$ cat config.mk
export PLATFORM = sky130hd
export DESIGN_NAME = down_counter_timer_flat
export DESIGN_NICKNAME = d
export VERILOG_FILES = /design/src/rtl/down_counter_timer_pkg.sv /design/src/rtl/down_counter_timer_if.sv /design/src/rtl/down_counter_core.sv /design/src/rtl/down_counter_timer.sv /design/src/flat_wrapper.sv
export SDC_FILE = /design/constraint.sdc
export NUM_CORES = 1
export LEC_CHECK = 0
export ABC_AREA = 1
export CORE_MARGIN = 1
export CORE_UTILIZATION = 38
export DETAILED_ROUTE_END_ITERATION = 12
export GPL_TIMING_DRIVEN = 0
export PLACE_DENSITY = 0.66
export SETUP_SLACK_MARGIN = 0.5
export SLEW_MARGIN = 10
export SYNTH_ARGS = -nofsm -noshare
export SYNTH_HDL_FRONTEND = slang
export SYNTH_SLANG_ARGS = --single-unit
$ cat constraint.sdc
create_clock -name clk -period 4.6 [get_ports clk]
set_clock_uncertainty 0.15 [all_clocks]
set_input_delay 0.46 -clock clk [delete_from_list [all_inputs] [get_ports clk]]
set_output_delay 0.46 -clock clk [all_outputs]
set_load 0.01 [all_outputs]
$ cat src/rtl/down_counter_timer_pkg.sv
// Shared definitions for the down counter timer and its up-counter sibling.
package down_counter_timer_pkg;

    // Default counter width, shared with the 4-bit up counter.
    localparam int DEFAULT_WIDTH = 4;

    // Timer control states; the unused code 2'd3 recovers to ST_IDLE.
    typedef enum logic [1:0] {
        ST_IDLE = 2'd0,
        ST_RUN  = 2'd1,
        ST_DONE = 2'd2
    } state_t;

endpackage

$ cat src/rtl/down_counter_timer_if.sv
// Control/status bundle of the down counter timer.
//
// Handshake note: there is no valid/ready pairing here. load and start are
// single-cycle strobes sampled on every rising clk edge (load wins over start),
// en is a level qualifier, and all status outputs are registered or decoded
// from registered state, so they are stable for the whole cycle after an edge.
interface down_counter_timer_if
    import down_counter_timer_pkg::*;
#(
    parameter int WIDTH = DEFAULT_WIDTH
) ();
    logic             en;
    logic             load;
    logic [WIDTH-1:0] load_val;
    logic             start;
    logic             reload_mode;
    logic [WIDTH-1:0] q;
    logic             borrow;
    logic             done;
    logic             busy;
    state_t           state;

    modport master (
        output en, load, load_val, start, reload_mode,
        input  q, borrow, done, busy, state
    );

    modport slave (
        input  en, load, load_val, start, reload_mode,
        output q, borrow, done, busy, state
    );
endinterface

$ cat src/rtl/down_counter_core.sv
// Datapath of the timer: preset and count registers plus a zero flag.
// Control strobes are mutually prioritised: load > reload > dec.
module down_counter_core
    import down_counter_timer_pkg::*;
#(
    parameter int WIDTH = DEFAULT_WIDTH
) (
    input  logic             clk,
    input  logic             rst,
    input  logic             load,
    input  logic [WIDTH-1:0] load_val,
    input  logic             reload,
    input  logic             dec,
    output logic [WIDTH-1:0] q,
    output logic             zero
);

    logic [WIDTH-1:0] preset;

    // Preset and count registers; dec is only issued by the FSM when q != 0,
    // so the subtraction never wraps.
    always_ff @(posedge clk or negedge rst) begin
        if (!rst) begin
            preset <= '0;
            q      <= '0;
        end else if (load) begin
            preset <= load_val;
            q      <= load_val;
        end else if (reload) begin
            q <= preset;
        end else if (dec) begin
            q <= q - WIDTH'(1);
        end
    end

    assign zero = (q == '0);

endmodule

$ cat src/rtl/down_counter_timer.sv
// Loadable down-counter timer with one-shot and auto-reload modes.
// Emits a one-cycle borrow pulse at each terminal event (q==0 on an
// enabled RUN edge).
module down_counter_timer
    import down_counter_timer_pkg::*;
#(
    parameter int WIDTH = DEFAULT_WIDTH
) (
    input  logic                 clk,
    input  logic                 rst,
    down_counter_timer_if.slave  bus
);

    state_t           state;
    state_t           state_nxt;
    logic             borrow;
    logic             borrow_nxt;
    logic             core_reload;
    logic             core_dec;
    logic [WIDTH-1:0] q;
    logic             zero;

    down_counter_core #(.WIDTH(WIDTH)) u_core (
        .clk      (clk),
        .rst      (rst),
        .load     (bus.load),
        .load_val (bus.load_val),
        .reload   (core_reload),
        .dec      (core_dec),
        .q        (q),
        .zero     (zero)
    );

    // State and borrow registers.
    always_ff @(posedge clk or negedge rst) begin
        if (!rst) begin
            state  <= ST_IDLE;
            borrow <= 1'b0;
        end else begin
            state  <= state_nxt;
            borrow <= borrow_nxt;
        end
    end

    // Next state and datapath controls: load > start > counting.
    always_comb begin
        state_nxt   = state;
        borrow_nxt  = 1'b0;
        core_reload = 1'b0;
        core_dec    = 1'b0;
        if (bus.load) begin
            state_nxt = ST_IDLE;
        end else if (bus.start) begin
            core_reload = 1'b1;
            state_nxt   = ST_RUN;
        end else begin
            case (state)
                ST_IDLE: state_nxt = ST_IDLE;
                ST_DONE: state_nxt = ST_DONE;
                ST_RUN: begin
                    if (bus.en) begin
                        if (zero) begin
                            borrow_nxt = 1'b1;
                            if (bus.reload_mode) begin
                                core_reload = 1'b1;
                            end else begin
                                state_nxt = ST_DONE;
                            end
                        end else begin
                            core_dec = 1'b1;
                        end
                    end
                end
                default: state_nxt = ST_IDLE;
            endcase
        end
    end

    assign bus.q      = q;
    assign bus.borrow = borrow;
    assign bus.busy   = (state == ST_RUN);
    assign bus.done   = (state == ST_DONE);
    assign bus.state  = state;

endmodule

$ cat src/flat_wrapper.sv
// flat-port wrapper written by rule: the top's interface ports become plain ports
module down_counter_timer_flat import down_counter_timer_pkg::*;
#(
    parameter int WIDTH = DEFAULT_WIDTH
)
  (clk, rst, bus_en, bus_load, bus_load_val, bus_start, bus_reload_mode, bus_q, bus_borrow, bus_done, bus_busy, bus_state);
  down_counter_timer_if #(.WIDTH(WIDTH)) bus_i ();
  input  logic clk;
  input  logic rst;
  input wire logic [$bits(bus_i.en)-1:0] bus_en;
  input wire logic [$bits(bus_i.load)-1:0] bus_load;
  input wire logic [$bits(bus_i.load_val)-1:0] bus_load_val;
  input wire logic [$bits(bus_i.start)-1:0] bus_start;
  input wire logic [$bits(bus_i.reload_mode)-1:0] bus_reload_mode;
  output wire logic [$bits(bus_i.q)-1:0] bus_q;
  output wire logic [$bits(bus_i.borrow)-1:0] bus_borrow;
  output wire logic [$bits(bus_i.done)-1:0] bus_done;
  output wire logic [$bits(bus_i.busy)-1:0] bus_busy;
  output wire logic [$bits(bus_i.state)-1:0] bus_state;
  assign bus_i.en = bus_en;
  assign bus_i.load = bus_load;
  assign bus_i.load_val = bus_load_val;
  assign bus_i.start = bus_start;
  assign bus_i.reload_mode = bus_reload_mode;
  assign bus_q = bus_i.q;
  assign bus_borrow = bus_i.borrow;
  assign bus_done = bus_i.done;
  assign bus_busy = bus_i.busy;
  assign bus_state = bus_i.state;
  down_counter_timer #(.WIDTH(WIDTH)) u_core (.clk(clk), .rst(rst), .bus(bus_i));
endmodule
==> impl_metrics.json <==
{
  "grt_max_degree": 12,
  "seq_power_share": 0.451,
  "synthToLayoutAreaGrowth_pct": 34.0,
  "drc": 0,
  "fin_cells": 127,
  "coreArea_um2": 1580,
  "first_pass_iters": 6,
  "num_antenna_cells": 0,
  "root_buffer": "clkbuf_4",
  "tightest_slew_ps": 496,
  "cp-end-kind": "primary output",
  "worstSetupPathType": "reg2out",
  "irDropWorstVdd_mv": 0.217,
  "p_per_area_nw_per_um2": 288,
  "critPathLaunchType": "register",
  "hold_class": "reg2reg",
  "cts_resized": 0,
  "overflow": 0,
  "net-switching-power_uw": 78.3,
  "antenna_found_initial": 0,
  "swShare": 0.305,
  "wl_per_cell_um": 10.4,
  "cts_buffer_depth": 2,
  "cap_viol_max_count": 0,
  "clock_sinks": 11,
  "outcome": "complete, no violations",
  "dieWidth_um": 43.9,
  "hold_viol_final": 0,
  "num_vias": 575,
  "n_fill_cell": 161,
  "clkSlewWorstSetupHoldPaths_ps": 60,
  "dp_cells": 123,
  "dp.final_hpwl_um": 1090,
  "power_frac_comb": 0.298,
  "slew_headroom": 0.669,
  "wl_um": 1320,
  "post_cts_buffers": 0,
  "layout-drive-gt1-share": 0.117,
  "cts_buffers": 3,
  "final_nets": 125,
  "synth-seq-cells": 11,
  "ctsHtreeMaxLevel": 1,
  "setup_viol": 0,
  "yosys_warnings": 0,
  "fin_crit_sh": 0.450,
  "period_needed_ps": 2070,
  "ys_seq_area_frac": 0.413,
  "clock.fmax_mhz": 483,
  "rsz0062_at_grt": "no",
  "slew_violations": 0,
  "dieArea_um2": 1930,
  "drt-initial-drc-count": 11,
  "initial_core_util": 0.423,
  "grt_pass1_wl_um": 2270,
  "avgSynthCellArea_um2": 7.49,
  "ioPinCount": 19,
  "avgViaCountPerCell": 4.53,
  "cts_tree": "built",
  "rows": 14,
  "worstPathArrival_ps": 1460,
  "cts-hold-fix-buffers": 0,
  "syn-num-nets": 102,
  "gp_congestion": 0.780,
  "synth.cell_area_um2": 667,
  "syn_inst": 89,
  "path_max_fanout": 3,
  "fin_tns_setup_ps": 0,
  "clkPwrFrac": 0.251,
  "reg2reg_from": "u_core.u_core.q[0]$_DFFE_PN0P_",
  "grt_use_total": 0.169,
  "p_leak_nw": 0.454,
  "required_ps": 3990,
  "die_y_um": 43.9,
  "io_buffers": 18,
  "internal_power_uw": 179,
  "clk_latency_ps": 270,
  "first_global_vias": 488,
  "hold_start": "u_core.u_core.preset[0]$_DFFE_PN0P_",
  "synth_cell_types": 18,
  "ant_nets": 0,
  "cp-startpoint": "u_core.bus.state[1]$_DFFE_PN0P_"
}
==> cells in the final DEF (no fill, tap or decap), drive strengths merged <==
master         instances
a21boi                 3
a21oi                  3
clkbuf                 4
clkdlybuf4s50         18
dfrtp                 11
ha                     3
inv                   10
nand2                 35
nand3                  5
nand3b                 1
nor2                  13
nor3                   1
o21ai                  3
xnor2                  1
==> Yosys cell counts, drive strengths merged <==
library cell	n	share of area
xnor2	1	0.013
inv	10	0.056
nand3	5	0.038
nand3b	1	0.011
a21boi	3	0.034
a21oi	3	0.039
o21ai	3	0.028
dfrtp	11	0.41
nor3	1	0.0075
ha	3	0.056
nor2	13	0.088
nand2	35	0.22
==> worst max-delay path, cell delays in order (launching register included) <==
cell	delay, ps
dfrtp_1	390
inv_1	70
ha_1	180
clkdlybuf4s50_1	550
==> stage by stage <==
stage	cell area, um2	total power [mW]	setup WS, ps	util	hold WS [ps]
final	893	0.257	2530	0.567	319
after global routing	893	0.275	2450	0.567	343
after CTS	893	0.260	2520	0.567	322
after detailed placement	867	0.195	2590	0.550	307
after global placement	867	0.193	2600	0.550	301
after floorplan	667	0.160	3060	-	14.4
==> sequential cells by signal, indices dropped and copies added (netlist names) <==
| signal | cells |
|---|---|
| u_core.bus.state | 2 |
| u_core.u_core.q | 4 |
| u_core.bus.borrow | 1 |
| u_core.u_core.preset | 4 |
==> power groups by stage <==
| stage | registers [mW] | logic, mW | clock network, mW |
|---|---|---|---|
| final | 0.116 | 0.0766 | 0.0645 |
| after global routing | 0.117 | 0.0856 | 0.0725 |
| after CTS | 0.116 | 0.0774 | 0.0666 |
| after detailed placement | 0.118 | 0.0768 | 0 |
| after global placement | 0.117 | 0.0757 | 0 |
| after floorplan | 0.120 | 0.0403 | 0 |
==> routing by layer <==
layer / share of wire / global-route usage / vias up / wire length (um)
li1: - / - / 320 / -
met1: 0.49 / 0.233 / 241 / 647
met2: 0.46 / 0.236 / 12 / 604
met3: 0.044 / 0.0750 / 2 / 58
met4: 0.0098 / 0.0545 / 0 / 13
met5: 0 / 0 / - / 0
==> path summary, 6_finish.rpt <==
| kind | end | slack (ps) | cells after the start |
|---|---|---|---|
| worst min register to register | u_core.u_core.preset[0]$_DFFE_PN0P_ | 320 | 2 |
| min in group asynchronous | u_core.u_core.q[0]$_DFFE_PN0P_ | 370 | 1 |
| worst min-delay path | u_core.u_core.preset[0]$_DFFE_PN0P_ | 320 | 2 |
| worst max-delay path | bus_busy | 2530 | 3 |
| max in group asynchronous | u_core.u_core.preset[3]$_DFFE_PN0P_ | 3590 | 1 |
| worst max register to register | u_core.bus.state[0]$_DFFE_PN0P_ | 2900 | 7 |
==> cell type report <==
cell class	instances	area, um2	share of cell area
clock buffers	4	26.3	0.0294
repair buffers	18	180	0.202
inverters	10	37.5	0.0420
multi-input cells	68	354	0.396
well taps	16	20.0	0.0224
flip-flops and latches	11	275	0.308
==> cells by family (layout without fill, tap and decap cells) <==
kind of cell             Yosys count  in the layout  synth area share
buffers and inverters             10             32            0.0563
AO/OA/AOI/OAI                      9              9             0.101
adder cells (fa/ha/maj)            3              3            0.0563
flip-flops                        11             11             0.413
XOR/XNOR                           1              1            0.0131
AND/OR/NAND/NOR                   55             55             0.360
Power figures use the tool's default switching activity.
==> variant, RTL diff (same flow settings) <==
Change the package constant `DEFAULT_WIDTH` from 4 to 5.
--- a/src/rtl/down_counter_timer_pkg.sv
+++ b/src/rtl/down_counter_timer_pkg.sv
@@ -3,5 +3,5 @@
 
     // Default counter width, shared with the 4-bit up counter.
-    localparam int DEFAULT_WIDTH = 4;
+    localparam int DEFAULT_WIDTH = 5;
 
     // Timer control states; the unused code 2'd3 recovers to ST_IDLE.
Interface: changed (resized bus_load_val and bus_q); port bits go from 19 to 21. No check against the original RTL was run, so the function may have changed too.
==> variant against the unedited design <==
  * Final cell count grew 19%
  * Sequential share of layout area fell by 0.30 points
  * Design area is 19% higher
  * Synthesized area grew 22%
  * Setup slack lost 42 ps
  * Synthesized cell count grew 13%
  * Sequential power up 16%
  * Register-to-register slack lost 40 ps
  * Routed wire length is 22% higher
  * Power is 14% higher
  * Sequential cell count is 2 higher
  * Critical path type unchanged
  * Critical endpoint unchanged
  * Largest power group unchanged
==> variant: results <==
group,metric,value,unit
critical_path,rrSetupSlack,2860,ps
synth,syn_area_per_cell,8.08,um^2
synth,synth_area_leaders,"dfrtp_1, nand2_1, inv_1, ha_1, nor2_1",
critical_path,cp_slowest_stage_delay,550,ps
synth,synth_nets,115,
critical_path,reg2reg_depth,9,
power_and_ir_drop,seq_cell_power,135,uW
cells_and_area,final_nets,139,
detailed_routing,dr.pass1.iters,4,
hold_path,min_path_type,"input pin to flip-flop",
grt,grt_max_degree,14,
detailed_routing,ant_nets,0,
power_and_ir_drop,p_clk,72.0,uW
synth,ys.flop_type,"dfrtp_1",
critical_path,rr_endpoint,"u_core.u_core.q[2]",
cells_and_area,layout.cells.non_filler,151,
detailed_routing,wl_per_cell,10.7,um
power_and_ir_drop,netSwitchingPower,93.4,uW
cells_and_area,reg.largest.list,"u_core.u_core.preset (5), u_core.u_core.q (5), u_core.bus.state (2)",
hold_path,min_to,"u_core.bus.state[0]",
timing,worstMarginPinSlew,619,ps
place,hpwl,1270,um
hold_path,hp-start,"bus_load",
grt,grt_usage,0.152,
power_and_ir_drop,leakage,0.000502,uW
detailed_routing,drt_iter0_drc,15,
power_and_ir_drop,max-vdd-ir-drop,0.126,mV
grt,first_global_vias,594,
run_status,status,"complete, no violations",
synth,ys_types,26,
synth,seq_area_frac_synth,0.399,
cells_and_area,drive_gt1_frac,0.153,
place,gp_congestion,0.827,
place,io_buffer_count,19,
cells_and_area,nFillCells,197,
detailed_routing,num_vias,700,
cts,path_clk_slew,90,ps
critical_path,arrival,1500,ps
power_and_ir_drop,pwr-share-clk,0.246,
synth,yosys-top-cells-count,"nand2_1, dfrtp_1, inv_1, nor2_1, nand3_1",
grt,grt_pass1_wl,2720,um
-- variant: changes by cell type in the layout (fill, tap and decap cells not counted), sizes merged, moves of 2 or more --
cell    before  now
nand2       35   26
nand3        5   10
o21ai        3    8
inv         10   14
a21boi       3    0
nor2        13   16
dfrtp       11   13
-- variant: worst max-delay path, delay by kind of cell (launching register included) --
family / cells / cell delay (ps)
buf+inv: 2 / 630
fa+ha+maj: 1 / 190
flops: 1 / 410
-- variant: layer usage --
| layer | track usage | vias up | part of all wire |
|---|---|---|---|
| met5 | 0 | - | 0 |
| met4 | 0.0441 | 0 | 0.011 |
| met3 | 0.0283 | 4 | 0.030 |
| met2 | 0.232 | 12 | 0.46 |
| met1 | 0.219 | 316 | 0.49 |
| li1 | - | 368 | - |
-- variant: per-stage QoR --
step	worst slack, ps	area, um^2	hold slack [ps]	util
after floorplan	2970	816	14.4	-
after global placement	2640	1040	301	0.525
after detailed placement	2630	1040	312	0.525
after CTS	2480	1070	286	0.538
after global routing	2410	1070	295	0.538
final	2490	1070	290	0.538
-- variant: cells by family after synthesis --
| family | count (synthesis) | share of synthesized area |
|---|---|---|
| and+or+nand+nor | 55 | 0.362 |
| buffers and inverters | 16 | 0.0828 |
| AOI/OAI and AO/OA | 13 | 0.0997 |
| DFF | 13 | 0.399 |
| adders and majority gates | 3 | 0.0460 |
| xor gates and xnor gates | 1 | 0.0107 |
-- variant: final cells by class --
cell class / instances / area (um^2) / area share
Buffer: 1 / 11.3 / 0.0106
Timing Repair Buffer: 19 / 190 / 0.178
Inverter: 15 / 56.3 / 0.0528
Clock buffer: 4 / 26.3 / 0.0246
Tap cell: 27 / 33.8 / 0.0317
Multi-Input combinational cell: 72 / 423 / 0.397
Sequential cell: 13 / 325 / 0.305
